<file path="src/rtl/if_stage_pkg.sv">
// Shared definitions for the fetch stage: FSM states, reset/NOP constants and
// the register-index field positions reused by ID and the hazard unit.
package if_stage_pkg;

    typedef enum logic [1:0] {
        S_START,
        S_FETCH,
        S_DROP,
        S_HOLD
    } fetchState_t;

    localparam logic [31:0] NOP_INSTR_DEFAULT = 32'h0000_0013;  // addi x0,x0,0
    localparam logic [31:0] RESET_PC_DEFAULT  = 32'h0000_0000;

    localparam int unsigned REG_IDX_W = 5;
    localparam int unsigned RS1_LSB   = 15;
    localparam int unsigned RS2_LSB   = 20;

endpackage

</file>
<file path="src/rtl/if_stage_id_reg.sv">
// IF/ID pipeline register: flush beats load, load beats bubble, else hold.
module if_id_reg #(
    parameter int unsigned XLEN      = 32,
    parameter logic [31:0] NOP_INSTR = 32'h0000_0013
) (
    input  logic            clk,
    input  logic            rst_n,
    input  logic            flush,
    input  logic            load,
    input  logic            bubble,
    input  logic [XLEN-1:0] loadPc,
    input  logic [31:0]     loadInstr,
    output logic [XLEN-1:0] ifIdPc,
    output logic [31:0]     ifIdInstr,
    output logic            ifIdValid
);

    // Register update with flush > load > bubble > hold priority.
    always_ff @(posedge clk or negedge rst_n) begin
        if (!rst_n) begin
            ifIdPc    <= '0;
            ifIdInstr <= NOP_INSTR;
            ifIdValid <= 1'b0;
        end else if (flush) begin
            ifIdPc    <= '0;
            ifIdInstr <= NOP_INSTR;
            ifIdValid <= 1'b0;
        end else if (load) begin
            ifIdPc    <= loadPc;
            ifIdInstr <= loadInstr;
            ifIdValid <= 1'b1;
        end else if (bubble) begin
            ifIdValid <= 1'b0;
        end
    end

endmodule

</file>
<file path="src/rtl/if_stage.sv">
// Instruction-fetch stage: PC, imem request handshake and IF/ID register.
module if_stage
    import if_stage_pkg::*;
#(
    parameter int unsigned      XLEN      = 32,
    parameter logic [XLEN-1:0]  RESET_PC  = XLEN'(RESET_PC_DEFAULT),
    parameter logic [31:0]      NOP_INSTR = NOP_INSTR_DEFAULT
) (
    input  logic            clk,
    input  logic            rst_n,
    input  logic            stall_PC,
    input  logic            stall_IF_ID,
    input  logic            EX_branch_taken,
    input  logic [XLEN-1:0] EX_branch_target,
    output logic            imem_req,
    output logic [XLEN-1:0] imem_addr,
    input  logic            imem_ready,
    input  logic [31:0]     imem_rdata,
    output logic [XLEN-1:0] IF_ID_PC,
    output logic [31:0]     IF_ID_Instr,
    output logic            IF_ID_valid,
    output logic [4:0]      IF_ID_RegRs1,
    output logic [4:0]      IF_ID_RegRs2
);

    fetchState_t     state, stateNext;
    logic [XLEN-1:0] pc, pcNext;
    logic [XLEN-1:0] redirectPc, redirectPcNext;
    logic [XLEN-1:0] holdPc, holdPcNext;
    logic [31:0]     holdInstr, holdInstrNext;

    logic            stall;
    logic [XLEN-1:0] targetAligned;
    logic [XLEN-1:0] pcPlus4;
    logic            unusedTargetLsbs;

    logic            ifIdFlush, ifIdLoad, ifIdBubble;
    logic [XLEN-1:0] ifIdLoadPc;
    logic [31:0]     ifIdLoadInstr;

    assign stall            = stall_PC | stall_IF_ID;
    assign targetAligned    = {EX_branch_target[XLEN-1:2], 2'b00};
    assign unusedTargetLsbs = ^EX_branch_target[1:0];
    assign pcPlus4          = pc + XLEN'(4);

    assign imem_addr = pc;
    assign imem_req  = (state == S_FETCH) || (state == S_DROP);

    // State, PC, redirect and holding-buffer registers.
    always_ff @(posedge clk or negedge rst_n) begin
        if (!rst_n) begin
            state      <= S_START;
            pc         <= RESET_PC;
            redirectPc <= '0;
            holdPc     <= '0;
            holdInstr  <= '0;
        end else begin
            state      <= stateNext;
            pc         <= pcNext;
            redirectPc <= redirectPcNext;
            holdPc     <= holdPcNext;
            holdInstr  <= holdInstrNext;
        end
    end

    // Next-state, PC selection and IF/ID control; flush > stall > advance.
    always_comb begin
        stateNext      = state;
        pcNext         = pc;
        redirectPcNext = redirectPc;
        holdPcNext     = holdPc;
        holdInstrNext  = holdInstr;
        ifIdFlush      = 1'b0;
        ifIdLoad       = 1'b0;
        ifIdBubble     = 1'b0;
        ifIdLoadPc     = pc;
        ifIdLoadInstr  = imem_rdata;

        case (state)
            S_START: begin
                stateNext = S_FETCH;
            end
            S_FETCH: begin
                if (imem_ready) begin
                    if (EX_branch_taken) begin
                        pcNext    = targetAligned;
                        ifIdFlush = 1'b1;
                    end else if (stall) begin
                        holdPcNext    = pc;
                        holdInstrNext = imem_rdata;
                        stateNext     = S_HOLD;
                    end else begin
                        ifIdLoad = 1'b1;
                        pcNext   = pcPlus4;
                    end
                end else if (EX_branch_taken) begin
                    // Request at pc is still outstanding: park the target
                    // until the stale response has been consumed.
                    redirectPcNext = targetAligned;
                    ifIdFlush      = 1'b1;
                    stateNext      = S_DROP;
                end else if (!stall) begin
                    ifIdBubble = 1'b1;
                end
            end
            S_DROP: begin
                if (EX_branch_taken) begin
                    redirectPcNext = targetAligned;
                    ifIdFlush      = 1'b1;
                end
                if (imem_ready) begin
                    pcNext    = EX_branch_taken ? targetAligned : redirectPc;
                    stateNext = S_FETCH;
                end
            end
            S_HOLD: begin
                if (EX_branch_taken) begin
                    holdPcNext    = '0;
                    holdInstrNext = '0;
                    pcNext        = targetAligned;
                    ifIdFlush     = 1'b1;
                    stateNext     = S_FETCH;
                end else if (!stall) begin
                    ifIdLoad      = 1'b1;
                    ifIdLoadPc    = holdPc;
                    ifIdLoadInstr = holdInstr;
                    pcNext        = pcPlus4;
                    stateNext     = S_FETCH;
                end
            end
            default: begin
                stateNext = S_START;
            end
        endcase
    end

    if_id_reg #(
        .XLEN      (XLEN),
        .NOP_INSTR (NOP_INSTR)
    ) ifIdReg (
        .clk       (clk),
        .rst_n     (rst_n),
        .flush     (ifIdFlush),
        .load      (ifIdLoad),
        .bubble    (ifIdBubble),
        .loadPc    (ifIdLoadPc),
        .loadInstr (ifIdLoadInstr),
        .ifIdPc    (IF_ID_PC),
        .ifIdInstr (IF_ID_Instr),
        .ifIdValid (IF_ID_valid)
    );

    assign IF_ID_RegRs1 = IF_ID_Instr[RS1_LSB +: REG_IDX_W];
    assign IF_ID_RegRs2 = IF_ID_Instr[RS2_LSB +: REG_IDX_W];

endmodule
</file>
<file path="config.mk">
export PLATFORM = sky130hd
export DESIGN_NAME = if_stage
export DESIGN_NICKNAME = d
export VERILOG_FILES = /design/src/rtl/if_stage_pkg.sv /design/src/rtl/if_stage_id_reg.sv /design/src/rtl/if_stage.sv
export SDC_FILE = /design/constraint.sdc
export NUM_CORES = 1
export LEC_CHECK = 0
export BUFFER_PORTS_ARGS = -buffer_cell sky130_fd_sc_hd__buf_2
export CAP_MARGIN = 20
export CORE_ASPECT_RATIO = 1.75
export CORE_MARGIN = 2
export CORE_UTILIZATION = 41
export CTS_BUF_LIST = sky130_fd_sc_hd__clkbuf_2 sky130_fd_sc_hd__clkbuf_4 sky130_fd_sc_hd__clkbuf_8
export DETAILED_ROUTE_END_ITERATION = 10
export PLACE_DENSITY = 0.62
export SKIP_CTS_REPAIR_TIMING = 1
export SLEW_MARGIN = 10
export SYNTH_ARGS = -nofsm -noshare
export SYNTH_HDL_FRONTEND = slang
export SYNTH_HIERARCHICAL = 1
export SYNTH_SLANG_ARGS = --single-unit
</file>
<file path="constraint.sdc">
create_clock -name clk -period 2.3 [get_ports clk]
set_clock_uncertainty 0.1 [all_clocks]
set_input_delay 0.115 -clock clk [delete_from_list [all_inputs] [get_ports clk]]
set_output_delay 0.115 -clock clk [all_outputs]
set_load 0.05 [all_outputs]
</file>
# ---- Yosys cells after proc, flatten, opt, wreduce, memory -nomap -nowiden
# Index checks and enable logic that the tools add are counted.
dict set report word_totals {
  out_inout_bits 108
  ff_bits 195
}
dict set report op_classes {
  n_eq_ne 12
  n_bitwise 1
  n_reduce_logical 12
  mux 44
  add_sub_neg 1
}
# op count
set ops {}
lappend ops {{$mux W32} 21}
lappend ops {{$pmux W32 S2} 3}
lappend ops {{$pmux W32 S3} 1}
lappend ops {{$add A32 B3 Y32 const B} 1}
lappend ops {{$mux W2} 7}
lappend ops {{$ne A3 B3 Y1 const B} 4}
lappend ops {{$mux W1} 10}
lappend ops {{$ne A2 B2 Y1 const B} 5}
lappend ops {{$pmux W2 S4} 1}
lappend ops {{$reduce_bool A2 Y1} 3}
lappend ops {{$reduce_bool A3 Y1} 2}
lappend ops {{$reduce_and A5 Y1} 1}
lappend ops {{$eq A2 B2 Y1 const B} 2}
lappend ops {{$reduce_and A4 Y1} 1}
lappend ops {{$reduce_and A3 Y1} 1}
lappend ops {{$reduce_or A3 Y1} 1}
lappend ops {{$eq A2 B1 Y1 const B} 1}
lappend ops {{$logic_not A2 Y1} 1}
lappend ops {{$pmux W1 S2} 1}
lappend ops {{$reduce_and A2 Y1} 1}
lappend ops {{$logic_or A1 B1 Y1} 1}
lappend ops {{$or A1 B1 Y1} 1}

# ---- Logic depth before layout (Yosys ltp)
# Gate-level depths: netlist of run 1.
dict set report logic_depth {
  ltp_word 8
  depth_mapped 9
  depth_no_buf 7
}

# ---- Cells and area by module
# The synthesis of run 1 kept the hierarchy.
# module area_per_inst_um2 n_inst cells_each
set by_module_without_submodules {}
lappend by_module_without_submodules {if_stage 7619.8 1 825}
lappend by_module_without_submodules {if_id_reg 2676.3 1 210}

# ---- Worst setup path before layout of run 1
# No wires, ideal clock.
dict set report synth_path {
  path_type {register to register}
  start {reg pc[14], in the netlist imem_addr[14]}
  end {reg pc[27], in the netlist imem_addr[27]}
  period_less_slack_ps 2155
  n_path_buf 1
  t_required_ps 2064
  path_slack_ps 145
  t_arrival_ps 1918
  path_stages_with_launch 6
  cell_sequence {dfrtp_1 clkbuf_2 nand4_1 or4_1 o311ai_1 nand3_1}
}
dict set report synth_between {
  elab_chain_len 5
}
# element line_no
set synth_rtl {}
lappend synth_rtl {{start, declared} if_stage.sv:27} ;# logic [XLEN-1:0] pc, pcNext;
lappend synth_rtl {{start signal, assigned} if_stage.sv:59} ;# pc <= pcNext;
lappend synth_rtl {{$add A32 B3 Y32 (*)} if_stage.sv:44} ;# assign pcPlus4 = pc + XLEN'(4);
lappend synth_rtl {{$mux W32 (*)} {if_stage.sv:88, if_stage.sv:123}}
lappend synth_rtl {{$mux W32 (*)} if_stage.sv:117} ;# if (EX_branch_taken) begin
lappend synth_rtl {{$mux W32} if_stage.sv:84} ;# if (imem_ready) begin
lappend synth_rtl {{$pmux W32 S3 (*)} if_stage.sv:79} ;# case (state)
# Mark *: on every way between the ends. The rest lies on a longest branch, timed or not. The select of a mux whose other input is x is not followed.
# A chain may end at the register's enable or synchronous reset.

# ---- Final worst setup path of run 1
dict set report layout_path {
  start {reg state[0]}
  end {reg pc[16], in the netlist imem_addr[16]}
}
dict set report layout_between {
  elab_chain_len 3
  word_cells_on_any_way 8
  cone_classes {5 x eq/ne; 1 x mux; 2 x reduce/logical}
}
# element line_no
set layout_rtl {}
lappend layout_rtl {{start, declared} if_stage.sv:26} ;# fetchState_t state, stateNext;
lappend layout_rtl {{start signal, assigned} if_stage.sv:58} ;# state <= stateNext;
lappend layout_rtl {{$eq A2 B1 Y1 or $eq A2 B2 Y1 (tied branches)} if_stage.sv:79}
lappend layout_rtl {{$ne A2 B2 Y1 (no line) or $reduce_bool A3 Y1 (tied branches)} -}
lappend layout_rtl {{$reduce_and A3 Y1 (no line)} -}
# Several ways; a longest one is shown, not always the timed one.

==> results of run 1 <==
[stage by stage]
| step | hold WS (ns) | setup WS (ns) |
|---|---|---|
| 5_1_grt | 0.0176 | 0.0176 |
| 2_1_floorplan | -0.281 | 0.145 |
| 4_1_cts | -0.516 | 0.0480 |
| 3_5_place_dp | 0.0533 | 0.0732 |
| 6_report | -0.0104 | 0.117 |
| 3_3_place_gp | 0.0576 | 0.139 |
[cell type report]
| cell class | instances | area share (%) |
|---|---|---|
| Inverter | 13 | 0.382 |
| Tap cell | 312 | 3.06 |
| Clock buffer | 20 | 2.11 |
| Multi-Input combinational cell | 728 | 38.0 |
| Clock inverter | 12 | 0.647 |
| Timing Repair Buffer | 308 | 17.6 |
| Sequential cell | 195 | 38.3 |
| Antenna cell | 1 | 0.0196 |
[state kept, by name, summed over array words and instances (netlist names)]
register / count
state: 2
holdInstr: 32
ifIdReg/ifIdPc: 32
imem_addr: 32
ifIdReg/ifIdInstr: 32
ifIdReg/ifIdValid: 1
holdPc: 32
redirectPc: 32
[worst max-delay path, delay by kind of cell (launching register included)]
| family | cells | cell delay (ns) |
|---|---|---|
| compound gates | 4 | 0.93 |
| flops | 1 | 0.47 |
| fa+ha+maj | 1 | 0.32 |
| buf+inv | 1 | 0.23 |
[cell usage in the layout, fill, tap and decap left out, types with 4 or more instances in the layout]
cell type        n
ha_1             4
nand4_1         13
clkinv_2         5
a22oi_1         63
o22ai_1          4
nor4_2           4
nand3_1         13
o311ai_0         4
mux2i_1         68
mux2_2          91
and3_1           4
a21oi_1         13
a41oi_1          4
inv_1           12
and2_1           7
o2bb2ai_1        4
buf_12          16
dlygate4sd3_1   63
nor4_1           7
o21ai_0        112
o21ai_1          8
nor2_1          84
nor3_1           7
buf_2          174
nand2_1        142
o211ai_1         6
clkbuf_8        20
a31oi_1          9
dfrtp_1        190
buf_4           54
a211oi_1         4
[cells by family after synthesis]
family	count (synthesis)	synth area share, %
AOI/OAI and AO/OA	258	16.0
adders and majority gates	5	0.608
buffers and inverters	112	5.91
DFF	195	47.4
muxes	160	16.7
and+or+nand+nor	305	13.4
[cell usage after synthesis (5+ instances only)]
master    number
nor3_1         8
nand3_1       13
clkbuf_1      39
a21oi_1       13
o21ai_1        8
o211ai_1       6
ha_1           5
mux2i_1       68
and2_1         7
a31oi_1        9
buf_2         30
nand4_1       13
dfrtp_1      192
nand2_1      142
nor4_1         7
a22oi_1       63
nor2_1        86
buf_4         12
buf_1          9
buf_12         5
mux2_2        91
o21ai_0      112
inv_1         12
[per-layer routing]
layer	vias to the layer above	routed length, um	GRT usage [%]
li1	4152	-	-
met1	4407	12300	27.2
met2	205	15100	38.2
met3	42	1130	3.62
met4	2	803	9.56
met5	-	10	0
[worst paths after layout]
kind | from | endpoint | depth (start not counted) | slack (ns)
min reg2reg | holdPc[30]$_DFFE_PN0P_ | holdPc[30]$_DFFE_PN0P_ | 1 | 0.40
max | state[0]$_DFFE_PN0P_ | imem_addr[16]$_DFFE_PN0P_ | 6 | 0.12
max reg2reg | state[0]$_DFFE_PN0P_ | imem_addr[16]$_DFFE_PN0P_ | 6 | 0.12
min | imem_ready | state[0]$_DFFE_PN0P_ | 3 | -0.01
min in group asynchronous | rst_n | redirectPc[18]$_DFFE_PN0P_ | 2 | 0.05
max in group asynchronous | rst_n | ifIdReg/ifIdPc[5]$_DFFE_PN0P_ | 3 | 1.31
[where the power goes]
| part | leakage [nW] | internal, mW | switching (mW) | total, mW |
|---|---|---|---|---|
| registers | 2.47 | 4.63 | 1.04 | 5.67 |
| logic | 3.01 | 2.44 | 4.35 | 6.78 |
| clock network | 0.178 | 0.813 | 1.28 | 2.09 |
| total | 5.66 | 7.88 | 6.66 | 14.5 |
==> flow_metrics.tcl, run 1 <==
set metrics [dict create \
    critPathKind "flop to flop" \
    synthTopCellsByArea "dfrtp_1 47%, mux2_2 10%, mux2i_1 6.6%" \
    cts_tree "built" \
    violations "negative hold slack" \
    drt_iter0_drc 505 \
    timing.final.crit_share_pct 94.9 \
    dpl_cell_area_sq_mm 0.0118 \
    seq_area_sq_mm 0.00489 \
    fin_crit_ns 2.18 \
    hp-class "input port to flop" \
    io_buffer_count 175 \
    dp_cells 1493 \
    n_fill_cell 2282 \
    rows 76 \
    power.density_mw_per_mm2 1140 \
    vdd_drop_max_mv 0.667 \
    drive_above_1_share_pct 31.0 \
    ctsLongestPathBuffers 2 \
    tns_ns 0 \
    synth_area_sq_mm 0.0103 \
    die_w_um 124 \
    design_area_sq_mm 0.0128 \
    grt_overflow 0 \
    antenna_found_initial 2 \
    status "finished with violations" \
    synth_edf_count 0 \
    p_leak_nw 5.66 \
    total_power_mw 14.5 \
    finalMaxSlewViolations 0 \
    synth_warnings 6 \
    final_antenna_net_count 0 \
    gp_congestion 0.887 \
    first_global_vias 8371 \
    rsz0062_at_grt "false" \
    crit_chain "ha_1 > o21ba_2 > a21o_1 > buf_4 > a2111oi_2 > a21oi_1" \
    fin_cells 1589 \
    ys_types 69 \
    cp_max_fo 11 \
    ys_seq_elements 195 \
    die_h_um 214 \
    via_per_inst 5.54 \
    syn-num-nets 1110 \
    clkSlewWorstSetupHoldPaths_ns 0.10 \
    utilization_pct 51.8 \
    fin_nets 1338 \
    worst_pin_slew_ns 0.615 \
    grt_pass1_wl_um 45200 \
    multi_input_area_sq_mm 0.00485 \
    grtUsageTotal_pct 22.2 \
    synth_top_cell_by_area "dfrtp_1" \
    ys_async_sr_fraction_pct 100 \
    dieArea_sq_mm 0.0264 \
    grt_max_degree 63 \
    firstDrtPassIters 5 \
    clkLatencyLatePin_ns 0.51 \
    setup_violations 0 \
    required_ns 2.59 \
    fp.coreArea_sq_mm 0.0246 \
    critPathSlowestCell "dfrtp_2" \
    area_delta_synth_final_pct 24.0 \
    end_kind "flop" \
    cts.sinks 195 \
    max_stage_delay_ns 0.47 \
    maxCapViolCount 0 \
    cts-root-buf "clkbuf_8" \
    cp.arrival_ns 2.47 \
    dpl.hpwl_um 19500 \
    initial_core_util_pct 41.8 \
    drc 0 \
    yosysSeqAreaShare_pct 47.4 \
    wl_um 29400 \
    max_freq_mhz 458 \
    synth_top_area_share_pct 46.7 \
    start_kind "flop" \
    synth_top_flop_cell "dfrtp_1" \
    syn_inst 1035 \
    wl_per_cell_um 18.5 \
    htreeDepth 4 \
    timing.slew.headroom_pct 59.0 \
    hold_viol 1 \
    io_pins 178 \
    numCtsBuffers 17 \
    syn_avg_cell_area_sq_um 9.95 \
    num_vias 8808 \
    hold_ws_ns -0.0104 \
]
Note: power is estimated with default switching activity, not from simulation.
==> inputs of run 2 (changes only) <==
--- a/config.mk
+++ b/config.mk
@@ -12,7 +12,7 @@
 export CORE_UTILIZATION = 41
 export CTS_BUF_LIST = sky130_fd_sc_hd__clkbuf_2 sky130_fd_sc_hd__clkbuf_4 sky130_fd_sc_hd__clkbuf_8
 export DETAILED_ROUTE_END_ITERATION = 10
-export PLACE_DENSITY = 0.62
+export PLACE_DENSITY = 0.63
 export SKIP_CTS_REPAIR_TIMING = 1
 export SLEW_MARGIN = 10
 export SYNTH_ARGS = -nofsm -noshare
==> run 2 against run 1 <==
  * Highest routed layer unchanged
  * Setup slack got worse by 0.018 ns
  * Hold slack improved by 0.0067 ns
  * Design area rose by 0.33%
  * Critical path depth rose by 2
  * Sequential share of layout area fell by 0.13 points
  * First-iteration DRC count fell by 23%
  * Non-clock buffer count fell by 4
  * Global-route usage fell by 0.26 points
  * Clock power rose by 18%
  * The run still ends with negative hold slack left
==> flow_metrics.tcl, run 2 (synthesis results as in run 1) <==
set metrics [dict create \
    fp.coreArea_sq_mm 0.0246 \
    max_stage_delay_ns 0.45 \
    clkSlewWorstSetupHoldPaths_ns 0.10 \
    num_vias 8720 \
    first_global_vias 8367 \
    grtUsageTotal_pct 22.0 \
    mostFrequentLayoutCell "dfrtp_1" \
    finalMaxSlewViolations 0 \
    initial_core_util_pct 41.8 \
    n_fill_cell 2251 \
    firstDrtPassIters 5 \
    cts.sinks 195 \
    io_pins 178 \
    p_sw_share_pct 44.5 \
    timing.slew.headroom_pct 65.0 \
    gp_congestion 0.848 \
    p_switching_mw 6.63 \
    fin_nets 1334 \
    cp.arrival_ns 2.49 \
    grt_overflow 0 \
    htreeDepth 4 \
    die_w_um 124 \
    maxCapViolCount 0 \
    hold_viol 1 \
    worst_pin_slew_ns 0.525 \
    grt_pass1_wl_um 44600 \
    clkLatencyLatePin_ns 0.51 \
    critPathKind "flop to flop" \
    p_seq_share_pct 37.9 \
    vdd_drop_max_mv 0.688 \
    timing.final.crit_share_pct 95.7 \
    dpl.hpwl_um 19100 \
    p_leak_nw 5.67 \
    crit_top_cell "buf_12" \
    end_kind "flop" \
    rsz0062_at_grt "false" \
    violations "negative hold slack" \
    diodes 0 \
    multi_input_area_sq_mm 0.00484 \
    hp-class "input port to flop" \
    drc 0 \
    critPathSlowestCell "dfrtp_2" \
    drive_above_1_share_pct 30.8 \
    setup_violations 0 \
    dpl_cell_area_sq_mm 0.0117 \
    fin_crit_ns 2.20 \
    seq_area_sq_mm 0.00489 \
    area_delta_synth_final_pct 24.4 \
    start_kind "flop" \
    dieArea_sq_mm 0.0264 \
    final_cell_mix "190 x dfrtp_1, 174 x buf_2, 142 x nand2_1, 112 x o21ai_0, 91 x mux2_2" \
    numCtsBuffers 17 \
    die_h_um 214 \
    max_freq_mhz 454 \
    via_per_inst 5.51 \
    antenna_found_initial 2 \
    design_area_sq_mm 0.0128 \
    wl_um 28700 \
    drt_iter0_drc 389 \
    tns_ns 0 \
    rows 76 \
    crit_chain "ha_2 > inv_1 > nor3_4 > buf_12 > buf_12 > mux2_2 > mux2i_1 > nor2_1" \
    cts-root-buf "clkbuf_8" \
    ctsLongestPathBuffers 2 \
    intPower_mw 8.26 \
    hold_ws_ns -0.00376 \
    io_buffer_count 175 \
    clock_power_share_pct 16.5 \
    final_antenna_net_count 0 \
    wl_per_cell_um 18.1 \
    cts_tree "built" \
    required_ns 2.59 \
    grt_max_degree 64 \
    status "finished with violations" \
    cp_max_fo 20 \
    pwr-share-comb_pct 45.6 \
    power.density_mw_per_mm2 1160 \
]
-- run 2: changes by cell type in the layout (fill, tap and decap cells not counted), moves of 2 or more --
cell        before  now
bufinv_16        0    3
clkinv_4         3    1
buf_4           54   50
clkinvlp_4       3    1
clkinv_2         5    3
inv_6            1    3
-- run 2: final timing paths --
path | startpoint | end | slack, ns | cells after the start
setup / recovery | state[0]$_DFFE_PN0P_ | ifIdReg/ifIdPc[14]$_DFFE_PN0P_ | 0.1 | 8
hold / removal | imem_ready | state[0]$_DFFE_PN0P_ | -0.004 | 3
setup reg to reg | state[0]$_DFFE_PN0P_ | ifIdReg/ifIdPc[14]$_DFFE_PN0P_ | 0.1 | 8
hold reg to reg | redirectPc[1]$_DFFE_PN0P_ | redirectPc[1]$_DFFE_PN0P_ | 0.40 | 1
max in group asynchronous | rst_n | ifIdReg/ifIdInstr[1]$_DFFE_PN1P_ | 1.37 | 3
min in group asynchronous | rst_n | redirectPc[17]$_DFFE_PN0P_ | 0.02 | 2
-- run 2: critical path: cells and delay by family (launching register included) --
kind	cells	cell delay, ns
muxes	2	0.52
and+or+nand+nor	2	0.29
adders and majority gates	1	0.24
DFF	1	0.45
buffers and inverters	3	0.48
-- run 2: cell type report --
cell class              count  share of cell area [%]
clock inverters            11                    1.15
multi-input cells         728                    37.8
repair buffers            304                    17.3
well taps                 312                    3.05
flip-flops and latches    195                    38.1
clock buffers              21                    2.21
inverters                  13                   0.381
-- run 2: power by group through the flow --
stage / Clock [mW] / Sequential [mW] / Combinational [mW]
floorplan: 0 / 6.77 / 3.50
global placement: 0 / 5.62 / 6.63
detailed placement: 0 / 5.69 / 6.75
CTS: 2.55 / 5.62 / 6.76
global route: 2.68 / 5.83 / 7.40
finish: 2.46 / 5.64 / 6.79
-- run 2: metrics by stage --
| stage | util, % | total power, mW | std cells | setup WS [ns] |
|---|---|---|---|---|
| 2_1_floorplan | - | 10.3 | 1035 | 0.145 |
| 3_3_place_gp | 47.7 | 12.3 | 1489 | 0.0955 |
| 3_5_place_dp | 47.7 | 12.4 | 1489 | 0.0418 |
| 4_1_cts | 49.4 | 14.9 | 1521 | 0.0325 |
| 5_1_grt | 52.0 | 15.9 | 1584 | 0.00186 |
| 6_report | 52.0 | 14.9 | 1584 | 0.0995 |
-- run 2: routing by layer --
layer / wire length [um] / part of all wire, % / vias up / track usage, %
met2: 14700 / 51 / 231 / 37.6
met1: 11800 / 41 / 4280 / 26.4
met5: 23 / 0.080 / - / 0
met4: 872 / 3.0 / 4 / 9.64
met3: 1250 / 4.4 / 51 / 4.47
li1: - / - / 4154 / -
